<file path="config.mk">
export PLATFORM = sky130hd
export DESIGN_NAME = id_ex_stage
export DESIGN_NICKNAME = d
export VERILOG_FILES = /design/src/rtl/riscv_pkg.sv /design/src/rtl/id_ex_stage_fwd_mux.sv /design/src/rtl/id_ex_stage.sv
export SDC_FILE = /design/constraint.sdc
export NUM_CORES = 1
export LEC_CHECK = 0
export CAP_MARGIN = 20
export CORE_AREA = 2 2 166 168
export CTS_CLUSTER_SIZE = 24
export DETAILED_ROUTE_END_ITERATION = 8
export DIE_AREA = 0 0 168 170
export DONT_BUFFER_PORTS = 1
export MAX_ROUTING_LAYER = met4
export PLACE_DENSITY = 0.57
export SYNTH_ARGS = -nofsm -noshare
export SYNTH_HDL_FRONTEND = slang
export SYNTH_SLANG_ARGS = --single-unit
</file>
<file path="constraint.sdc">
create_clock -name clk -period 6.4 [get_ports clk]
set_input_delay 1.28 -clock clk [delete_from_list [all_inputs] [get_ports clk]]
set_output_delay 1.28 -clock clk [all_outputs]
set_load 0.05 [all_outputs]
</file>
<file path="src/rtl/riscv_pkg.sv">
// Shared RV32I core definitions: ALU opcodes, forwarding select encoding,
// register-number width and the execute-stage control bundle.
package riscv_pkg;

  localparam int REG_NUM_W = 5;

  localparam logic [2:0] ALU_ADD = 3'b000;
  localparam logic [2:0] ALU_EQ  = 3'b001;

  typedef enum logic [1:0] {
    FWD_REG = 2'd0,
    FWD_WB  = 2'd1,
    FWD_MEM = 2'd2
  } fwd_sel_t;

  typedef struct packed {
    logic       valid;
    logic       reg_write;
    logic       mem_read;
    logic       mem_write;
    logic       branch;
    logic       alu_src;
    logic [2:0] alu_ctrl;
  } ex_ctrl_t;

endpackage

</file>
<file path="src/rtl/id_ex_stage_fwd_mux.sv">
// Operand forwarding mux: picks the youngest in-flight producer of rs_e,
// never forwarding x0.
module fwd_mux
  import riscv_pkg::*;
#(
  parameter int WIDTH  = 32,
  parameter int REG_AW = REG_NUM_W
) (
  input  logic [REG_AW-1:0] rs_e,
  input  logic [WIDTH-1:0]  reg_val,
  input  logic              exmem_we,
  input  logic [REG_AW-1:0] exmem_rd,
  input  logic [WIDTH-1:0]  exmem_result,
  input  logic              memwb_we,
  input  logic [REG_AW-1:0] memwb_rd,
  input  logic [WIDTH-1:0]  memwb_result,
  output logic [WIDTH-1:0]  operand,
  output fwd_sel_t          sel
);

  always_comb begin
    sel     = FWD_REG;
    operand = reg_val;
    // EX/MEM is younger than MEM/WB, so it is checked first
    if (exmem_we && (exmem_rd != '0) && (exmem_rd == rs_e)) begin
      sel     = FWD_MEM;
      operand = exmem_result;
    end else if (memwb_we && (memwb_rd != '0) && (memwb_rd == rs_e)) begin
      sel     = FWD_WB;
      operand = memwb_result;
    end
  end

endmodule

</file>
<file path="src/rtl/id_ex_stage.sv">
// ID/EX pipeline register with load-use bubble insertion, saturating bubble
// counter and EX/MEM, MEM/WB operand forwarding into the ALU.
module id_ex_stage
  import riscv_pkg::*;
#(
  parameter int WIDTH  = 32,
  parameter int REG_AW = REG_NUM_W,
  parameter int CNT_W  = 16
) (
  input  logic              clk,
  input  logic              rst,
  input  logic              ValidD,
  input  logic [WIDTH-1:0]  RD1D,
  input  logic [WIDTH-1:0]  RD2D,
  input  logic [WIDTH-1:0]  ImmExtD,
  input  logic [WIDTH-1:0]  PCD,
  input  logic [REG_AW-1:0] Rs1D,
  input  logic [REG_AW-1:0] Rs2D,
  input  logic [REG_AW-1:0] RdD,
  input  logic [2:0]        ALUctrlD,
  input  logic              ALUSrcD,
  input  logic              RegWriteD,
  input  logic              MemReadD,
  input  logic              MemWriteD,
  input  logic              BranchD,
  input  logic              Flush,
  input  logic              Hold,
  input  logic              ExMemRegWrite,
  input  logic [REG_AW-1:0] ExMemRd,
  input  logic [WIDTH-1:0]  ExMemResult,
  input  logic              MemWbRegWrite,
  input  logic [REG_AW-1:0] MemWbRd,
  input  logic [WIDTH-1:0]  MemWbResult,
  output logic [WIDTH-1:0]  SrcA,
  output logic [WIDTH-1:0]  SrcB,
  output logic [2:0]        ALUctrlE,
  output logic [WIDTH-1:0]  WriteDataE,
  output logic [WIDTH-1:0]  PCE,
  output logic [WIDTH-1:0]  ImmExtE,
  output logic [REG_AW-1:0] RdE,
  output logic              ValidE,
  output logic              RegWriteE,
  output logic              MemReadE,
  output logic              MemWriteE,
  output logic              BranchE,
  output logic              StallD,
  output logic [CNT_W-1:0]  BubbleCount,
  output fwd_sel_t          FwdSelA,
  output fwd_sel_t          FwdSelB
);

  ex_ctrl_t          ctrl_q, ctrl_d;
  logic [WIDTH-1:0]  rd1_q, rd1_d, rd2_q, rd2_d, imm_q, imm_d, pc_q, pc_d;
  logic [REG_AW-1:0] rs1_q, rs1_d, rs2_q, rs2_d, rd_q, rd_d;
  logic [CNT_W-1:0]  cnt_q, cnt_d;
  logic              load_use;
  logic [WIDTH-1:0]  fwd_a, fwd_b;

  // rs2 only matters when it is an ALU operand or store data
  assign load_use = ValidD & ctrl_q.valid & ctrl_q.mem_read & (rd_q != '0) &
                    ((rd_q == Rs1D) | ((rd_q == Rs2D) & (~ALUSrcD | MemWriteD)));
  assign StallD   = load_use | Hold;

  always_comb begin
    ctrl_d = ctrl_q;
    rd1_d  = rd1_q;
    rd2_d  = rd2_q;
    imm_d  = imm_q;
    pc_d   = pc_q;
    rs1_d  = rs1_q;
    rs2_d  = rs2_q;
    rd_d   = rd_q;
    cnt_d  = cnt_q;
    if (Flush) begin
      ctrl_d = '0;
    end else if (Hold) begin
      ctrl_d = ctrl_q;
    end else if (load_use) begin
      ctrl_d = '0;
      if (cnt_q != '1) cnt_d = cnt_q + CNT_W'(1);
    end else begin
      ctrl_d.valid     = ValidD;
      ctrl_d.reg_write = RegWriteD & ValidD;
      ctrl_d.mem_read  = MemReadD & ValidD;
      ctrl_d.mem_write = MemWriteD & ValidD;
      ctrl_d.branch    = BranchD & ValidD;
      ctrl_d.alu_src   = ALUSrcD & ValidD;
      ctrl_d.alu_ctrl  = ValidD ? ALUctrlD : ALU_ADD;
      rd1_d = RD1D;
      rd2_d = RD2D;
      imm_d = ImmExtD;
      pc_d  = PCD;
      rs1_d = Rs1D;
      rs2_d = Rs2D;
      rd_d  = RdD;
    end
  end

  always_ff @(posedge clk or posedge rst) begin
    if (rst) begin
      ctrl_q <= '0;
      rd1_q  <= '0;
      rd2_q  <= '0;
      imm_q  <= '0;
      pc_q   <= '0;
      rs1_q  <= '0;
      rs2_q  <= '0;
      rd_q   <= '0;
      cnt_q  <= '0;
    end else begin
      ctrl_q <= ctrl_d;
      rd1_q  <= rd1_d;
      rd2_q  <= rd2_d;
      imm_q  <= imm_d;
      pc_q   <= pc_d;
      rs1_q  <= rs1_d;
      rs2_q  <= rs2_d;
      rd_q   <= rd_d;
      cnt_q  <= cnt_d;
    end
  end

  fwd_mux #(.WIDTH(WIDTH), .REG_AW(REG_AW)) u_fwd_a (
    .rs_e(rs1_q), .reg_val(rd1_q),
    .exmem_we(ExMemRegWrite), .exmem_rd(ExMemRd), .exmem_result(ExMemResult),
    .memwb_we(MemWbRegWrite), .memwb_rd(MemWbRd), .memwb_result(MemWbResult),
    .operand(fwd_a), .sel(FwdSelA)
  );

  fwd_mux #(.WIDTH(WIDTH), .REG_AW(REG_AW)) u_fwd_b (
    .rs_e(rs2_q), .reg_val(rd2_q),
    .exmem_we(ExMemRegWrite), .exmem_rd(ExMemRd), .exmem_result(ExMemResult),
    .memwb_we(MemWbRegWrite), .memwb_rd(MemWbRd), .memwb_result(MemWbResult),
    .operand(fwd_b), .sel(FwdSelB)
  );

  assign SrcA        = fwd_a;
  assign SrcB        = ctrl_q.alu_src ? imm_q : fwd_b;
  assign WriteDataE  = fwd_b;
  assign ALUctrlE    = ctrl_q.alu_ctrl;
  assign PCE         = pc_q;
  assign ImmExtE     = imm_q;
  assign RdE         = rd_q;
  assign ValidE      = ctrl_q.valid;
  assign RegWriteE   = ctrl_q.reg_write;
  assign MemReadE    = ctrl_q.mem_read;
  assign MemWriteE   = ctrl_q.mem_write;
  assign BranchE     = ctrl_q.branch;
  assign BubbleCount = cnt_q;

endmodule

</file>
== After elaboration in Yosys (flattened, before gate mapping) ==
Index checks and enable logic that the tools add are counted.

* Bits in registers: 168
* Bits of input ports: 232
* Output and inout port bits: 194
* Word-level logic and storage cells: 65

* Add/sub/neg operators: 1
* Equality and inequality tests: 8
* Muxes and demuxes: 13
* Bitwise gates (word level): 17
* Reduce and logical (&&, ||, !) cells: 11

{| class="wikitable"
|+ Operators with widths
! cell !! count
|-
| $mux W32 || 5
|-
| $eq A5 B5 Y1 || 6
|-
| $mux W9 || 3
|-
| $add A16 B1 Y16 const B || 1
|-
| $ne A16 B16 Y1 const B || 1
|-
| $reduce_bool A5 Y1 || 3
|-
| $and A1 B1 Y1 || 10
|-
| $logic_and A1 B1 Y1 || 6
|-
| $mux W2 || 2
|-
| $not A1 Y1 || 4
|-
| $reduce_and A4 Y1 || 1
|-
| $mux W3 || 1
|-
| $or A1 B1 Y1 || 3
|-
| $reduce_and A3 Y1 || 1
|-
| $mux W1 || 2
|-
| $ne A2 B2 Y1 const B || 1
|}

== Logic depth before layout (Yosys ltp) ==
* Depth in word-level cells: 8
* Mapped depth: 7
* Depth with buffers taken out: 6

== Hierarchy ==
Synthesis repeated with hierarchy kept, for this count alone.

* Cell total of the unflattened synthesis: 833
* Area total of the unflattened synthesis: 10015.9 um2

{| class="wikitable"
|+ Modules (own cells, without submodules)
! module !! times used !! cells an instance !! area each (um2) !! sequential area each (um2)
|-
| id_ex_stage || 1 || 463 || 7035.5 || 4204.0
|-
| fwd_mux || 2 || 185 || 1490.2 || 0.0
|}

== Worst setup path before layout ==
Ideal clock, no wire load.

* Path kind: input to output
* Start point: input port ExMemRd[4]
* End point: output port SrcB[31]
* Arrival: 3746 ps
* Data required time: 5120 ps
* Path slack: 1374 ps
* Stages on the path: 7
* Buffers on the path: 1
* Cells stage by stage: xor2_1 nor3_1 nand3_1 inv_1 nor2_1 buf_2 a221oi_1

* Cells in the longest elaborated chain, start to end: 5
* Elaborated cells between the ends (all ways): 6
* Classes of those cells: eq/ne: 1; mux: 2; reduce/logical: 3

{| class="wikitable"
|+ RTL lines
! element !! RTL line !! text
|-
| start: declaration || id_ex_stage.sv:29 || <nowiki>input logic [REG_AW-1:0] ExMemRd,</nowiki>
|-
| $reduce_bool A5 Y1 || id_ex_stage_fwd_mux.sv:25 || <nowiki>if (exmem_we && (exmem_rd != '0) && (exmem_rd == rs_e)) begin</nowiki>
|-
| $logic_and A1 B1 Y1 || id_ex_stage_fwd_mux.sv:25 ||
|-
| $logic_and A1 B1 Y1 * || id_ex_stage_fwd_mux.sv:25 ||
|-
| $mux W32 * || id_ex_stage_fwd_mux.sv:25 ||
|-
| $mux W32 * || id_ex_stage.sv:138 || <nowiki>assign SrcB = ctrl_q.alu_src ? imm_q : fwd_b;</nowiki>
|-
| end: declaration || id_ex_stage.sv:35 || <nowiki>output logic [WIDTH-1:0] SrcB,</nowiki>
|}

Mark *: on every way between the ends. The rest lies on a longest branch, timed or not.

== Worst setup path in the final report ==
* Start point: input port MemWbRd[0]
* End point: output port SrcA[19]

* Cells in the longest elaborated chain, start to end: 5
* Elaborated cells between the ends (all ways): 6
* Classes of those cells: eq/ne: 1; mux: 2; reduce/logical: 3

{| class="wikitable"
|+ RTL lines
! element !! RTL line !! text
|-
| start: declaration || id_ex_stage.sv:32 || <nowiki>input logic [REG_AW-1:0] MemWbRd,</nowiki>
|-
| $reduce_bool A5 Y1 || id_ex_stage_fwd_mux.sv:28 || <nowiki>end else if (memwb_we && (memwb_rd != '0) && (memwb_rd == rs_e)) begin</nowiki>
|-
| $logic_and A1 B1 Y1 || id_ex_stage_fwd_mux.sv:28 ||
|-
| $logic_and A1 B1 Y1 * || id_ex_stage_fwd_mux.sv:28 ||
|-
| $mux W32 * || id_ex_stage_fwd_mux.sv:28 ||
|-
| $mux W32 * || id_ex_stage_fwd_mux.sv:25 ||
|-
| end: declaration || id_ex_stage.sv:34 || <nowiki>output logic [WIDTH-1:0] SrcA,</nowiki>
|}

Marks and branches as above.

==> metrics.md <==
| Metric | Value |
|---|---|
| Reg power frac | `43.2%` |
| Synth top area cells | `dfrtp_1 (48%), mux2_2 (9.3%), mux2_1 (9.0%), mux2i_1 (7.2%), a221oi_1 (3.2%)` |
| Relative slew slack | `between 20% and 30%` |
| # IOs | `~430` |
| Reg-to-Reg End | `rd1_q[21]$_DFFE_PP0P_` |
| Fin crit share | `between 70 and 80%` |
| Num rows | `60` |
| Mapped Cells | `between 700 and 800` |
| First-pass GRT wire length | `40.2 mm` |
| Share of layout cells above drive strength 1 | `roughly 22%` |
| WHS | `between 0.5 and 0.6 ns` |
| Yosys top cell area share | `between 40% and 50%` |
| Comb pwr share | `between 20% and 30%` |
| Setup repair after global routing missed its margin | `false` |
| Port-buffer cells | `0` |
| Post-DP HPWL | `20.3 mm` |
| Critical Path Fanout Max | `17` |
| Count leader, synth | `dfrtp_1` |
| Routability cong. | `0.829` |
| Setup_tns | `0 ns` |
| GRT Max-Usage Layer | `met2` |
| DRC Markers | `0` |
| Top post-synthesis cells by count | `dfrtp_1 (168), mux2_2 (73), mux2_1 (71)` |
| Post-synth cell types | `40` |
| Met1 Use GR | `~22%` |
| Setup-failing EPs final | `0` |
| Cells on worst reg2reg path | `5` |
| Yosys synthesis warning count | `0` |
| Drt wl/cell | `23.2 um` |
| Root Buffer | `clkbuf_16` |
| H-tree depth | `4` |
| Post-layout nets | `around 1000` |
| CTS Buf Count | `17` |
| WP data required | `~5.1 ns` |
| Post-synthesis sequential area ratio | `between 40 and 50%` |
| WL final | `roughly 27 mm` |
| Register bit total from synthesis | `approximately 170` |
| Clock Skews | `~0.028 ns` |
| Vias post-DR | `6262` |
| Internal Power | `between 2 and 2.5 mW` |
| Aggregate global-route resource usage | `19.1%` |
| Longest Clk Path Bufs | `2` |
| Syn avg cell area | `approximately 11 sq um` |
| Hold Buf Count CTS | `0` |
| Initial antenna violation count | `6` |
| Count of pins over their slew limit | `0` |
| Clock slew at the register clock pins of the worst setup and hold paths | `0.07 ns` |
| Synthesis-to-finish area growth | `14.8%` |
| P per Cell Area | `roughly 350 mW/mm^2` |
| Fin cells | `approximately 1200` |
| Worst EP arrival | `3.68 ns` |
| Setup slack, reg-to-reg | `between 3 and 4 ns` |
| Min Tclk post-route | `4.96 ns` |
| DR pass1 iterations | `5` |
| CP Launch Point | `MemWbRd[0]` |
| Final Util | `about two fifths` |
| Vias in the first global route | `~6400` |
| Core outline area | `0.0267 sq mm` |
| Post-synth EDFFs | `0` |
| Clock share of power | `between 30 and 40%` |
| Overall power | `roughly 3.6 mW` |
| Iteration-0 DRC Markers | `a little over 300` |
| Placed cells | `1137` |
| Total global routing overflow | `0` |
| Skew-Pair Late Insertion Delay | `approximately 0.43 ns` |
| Setup bufs post-CTS | `0` |
| Synth area leader | `dfrtp_1` |
| Largest net degree at the start of global routing | `around 150` |
| Status | `complete, no violations` |
| Chip Width | `around 170 um` |
| Sw power | `1.50 mW` |
| Critical Path Start Type | `input port` |
| Pleak | `4.27 nW` |
| Sink Count | `168` |
| GR Util met3 | `under 10%` |
| Starting Density | `roughly a third` |
| Min-Delay Path Class | `flip-flop to flip-flop` |
| PostCTS Resize Cnt | `0` |
| Die Area | `~0.029 sq mm` |
| Ys flop type | `dfrtp_1` |
| Fillers | `about 2700` |
| Max cap viols | `0` |
| Worst slew pin tran | `between 1 and 1.5 ns` |
| FMAX | `slightly above 200 MHz` |
| Final Hold Fails | `0` |
| Critical path class | `input port to primary output` |
| Via density | `~5.3` |
| Met2 Use GR | `between 30% and 40%` |
| Net Count, Synth | `roughly 1000` |
| Crit end category | `primary output` |
| Ys async rst share | `100%` |
| Die Height | `170 um` |
| Antenna-violating nets left | `0` |
| Synthesized area | `between 0.008 and 0.009 sq mm` |
| Sw Share | `between 40% and 50%` |
| Peak VDD IR | `roughly 0.16 mV` |
| Setup crit end | `SrcA[19]` |
| R2r startpoint | `RdE[1]$_DFFE_PP0P_` |
| CTS tree | `done` |
## metal layers
metal | vias up | part of all wire, %
li1 | 2899 | -
met5 | - | 0
met2 | 298 | 50
met3 | 31 | 8.7
met4 | 0 | 2.1
met1 | 3034 | 40
## placed cells by master, fill, tap and decap left out, types with 2 or more instances in the layout
master	Yosys	routed
dfrtp_1	168	167
mux2_2	73	73
mux2_1	71	71
mux2i_1	64	64
buf_4	6	64
nand2_1	40	40
nor3_1	39	39
nor2_1	39	38
inv_1	35	34
o21ai_1	1	33
a21oi_1	32	32
xnor2_1	27	27
a221oi_1	32	27
xor2_1	18	18
clkbuf_16	0	17
nand4_1	11	11
diode_2	0	8
inv_6	0	8
a32o_1	8	8
nand3_1	8	7
and3_1	5	5
a221oi_2	0	5
or4_1	3	3
o21a_1	3	3
and4_1	4	2
nor4b_1	2	2
nor2b_1	2	2
bufinv_16	0	2
buf_12	0	2
## layout make-up
cell class	count	area, sq um	share of cell area, %
Multi-Input combinational cell	527	4250	41.9
Inverter	35	136	1.34
Timing Repair Buffer	66	520	5.13
Antenna cell	8	20.0	0.197
Tap cell	341	427	4.20
Clock buffer	19	443	4.36
Sequential cell	168	4210	41.4
Clock inverter	13	154	1.52
## sequential cells by signal (all words and copies together), names as in the netlist
name / count
PCE: 32
ImmExtE: 32
ValidE: 1
RdE: 5
rd1_q: 32
MemWriteE: 1
rs2_q: 5
RegWriteE: 1
MemReadE: 1
ctrl_q: 1
BranchE: 1
rd2_q: 32
BubbleCount: 16
rs1_q: 5
ALUctrlE: 3
## cells by family after synthesis
logic type,Yosys count,synth area share (%)
buf+inv,91,5.02
simple gates,158,8.57
mux,208,25.6
compound gates,115,8.69
flops,168,47.5
fa+ha+maj,1,0.141
xor+xnor,45,4.46
## worst min path at each step
stage | to | slack (ns) | startpoint | depth (start not counted)
finish | rd1_q[9]$_DFFE_PP0P_ | 0.51 | rd1_q[9]$_DFFE_PP0P_ | 1
global route | rd1_q[20]$_DFFE_PP0P_ | 0.53 | rd1_q[20]$_DFFE_PP0P_ | 1
CTS | rd1_q[9]$_DFFE_PP0P_ | 0.51 | rd1_q[9]$_DFFE_PP0P_ | 1
detailed placement | rd1_q[9]$_DFFE_PP0P_ | 0.49 | rd1_q[9]$_DFFE_PP0P_ | 1
global placement | rd1_q[9]$_DFFE_PP0P_ | 0.49 | rd1_q[9]$_DFFE_PP0P_ | 1
floorplan | ALUctrlE[0]$_DFFE_PP0P_ | 0.47 | ALUctrlE[0]$_DFFE_PP0P_ | 1
## metrics by stage
step,cell area (sq um),setup slack (ns)
floorplan,8840,0.573
global placement,9540,1.46
detailed placement,9540,1.41
CTS,10100,1.41
global route,10200,1.33
finish,10200,1.44
## power groups by stage
stage | Combinational [mW] | Sequential, mW | Clock [mW]
final | 0.952 | 1.55 | 1.08
after global routing | 1.01 | 1.57 | 1.16
after CTS | 0.960 | 1.55 | 1.12
after detailed placement | 0.959 | 1.57 | 0
after global placement | 0.949 | 1.57 | 0
after floorplan | 0.763 | 1.52 | 0
## worst max-delay path, cell delays in order
cell and delay (ns):
or4_1 0.52, o21a_1 0.22, and4_2 0.39, buf_4 0.34
mux2i_1 0.17, o21ai_1 0.76
No activity file was read; power rests on OpenSTA's default activity.
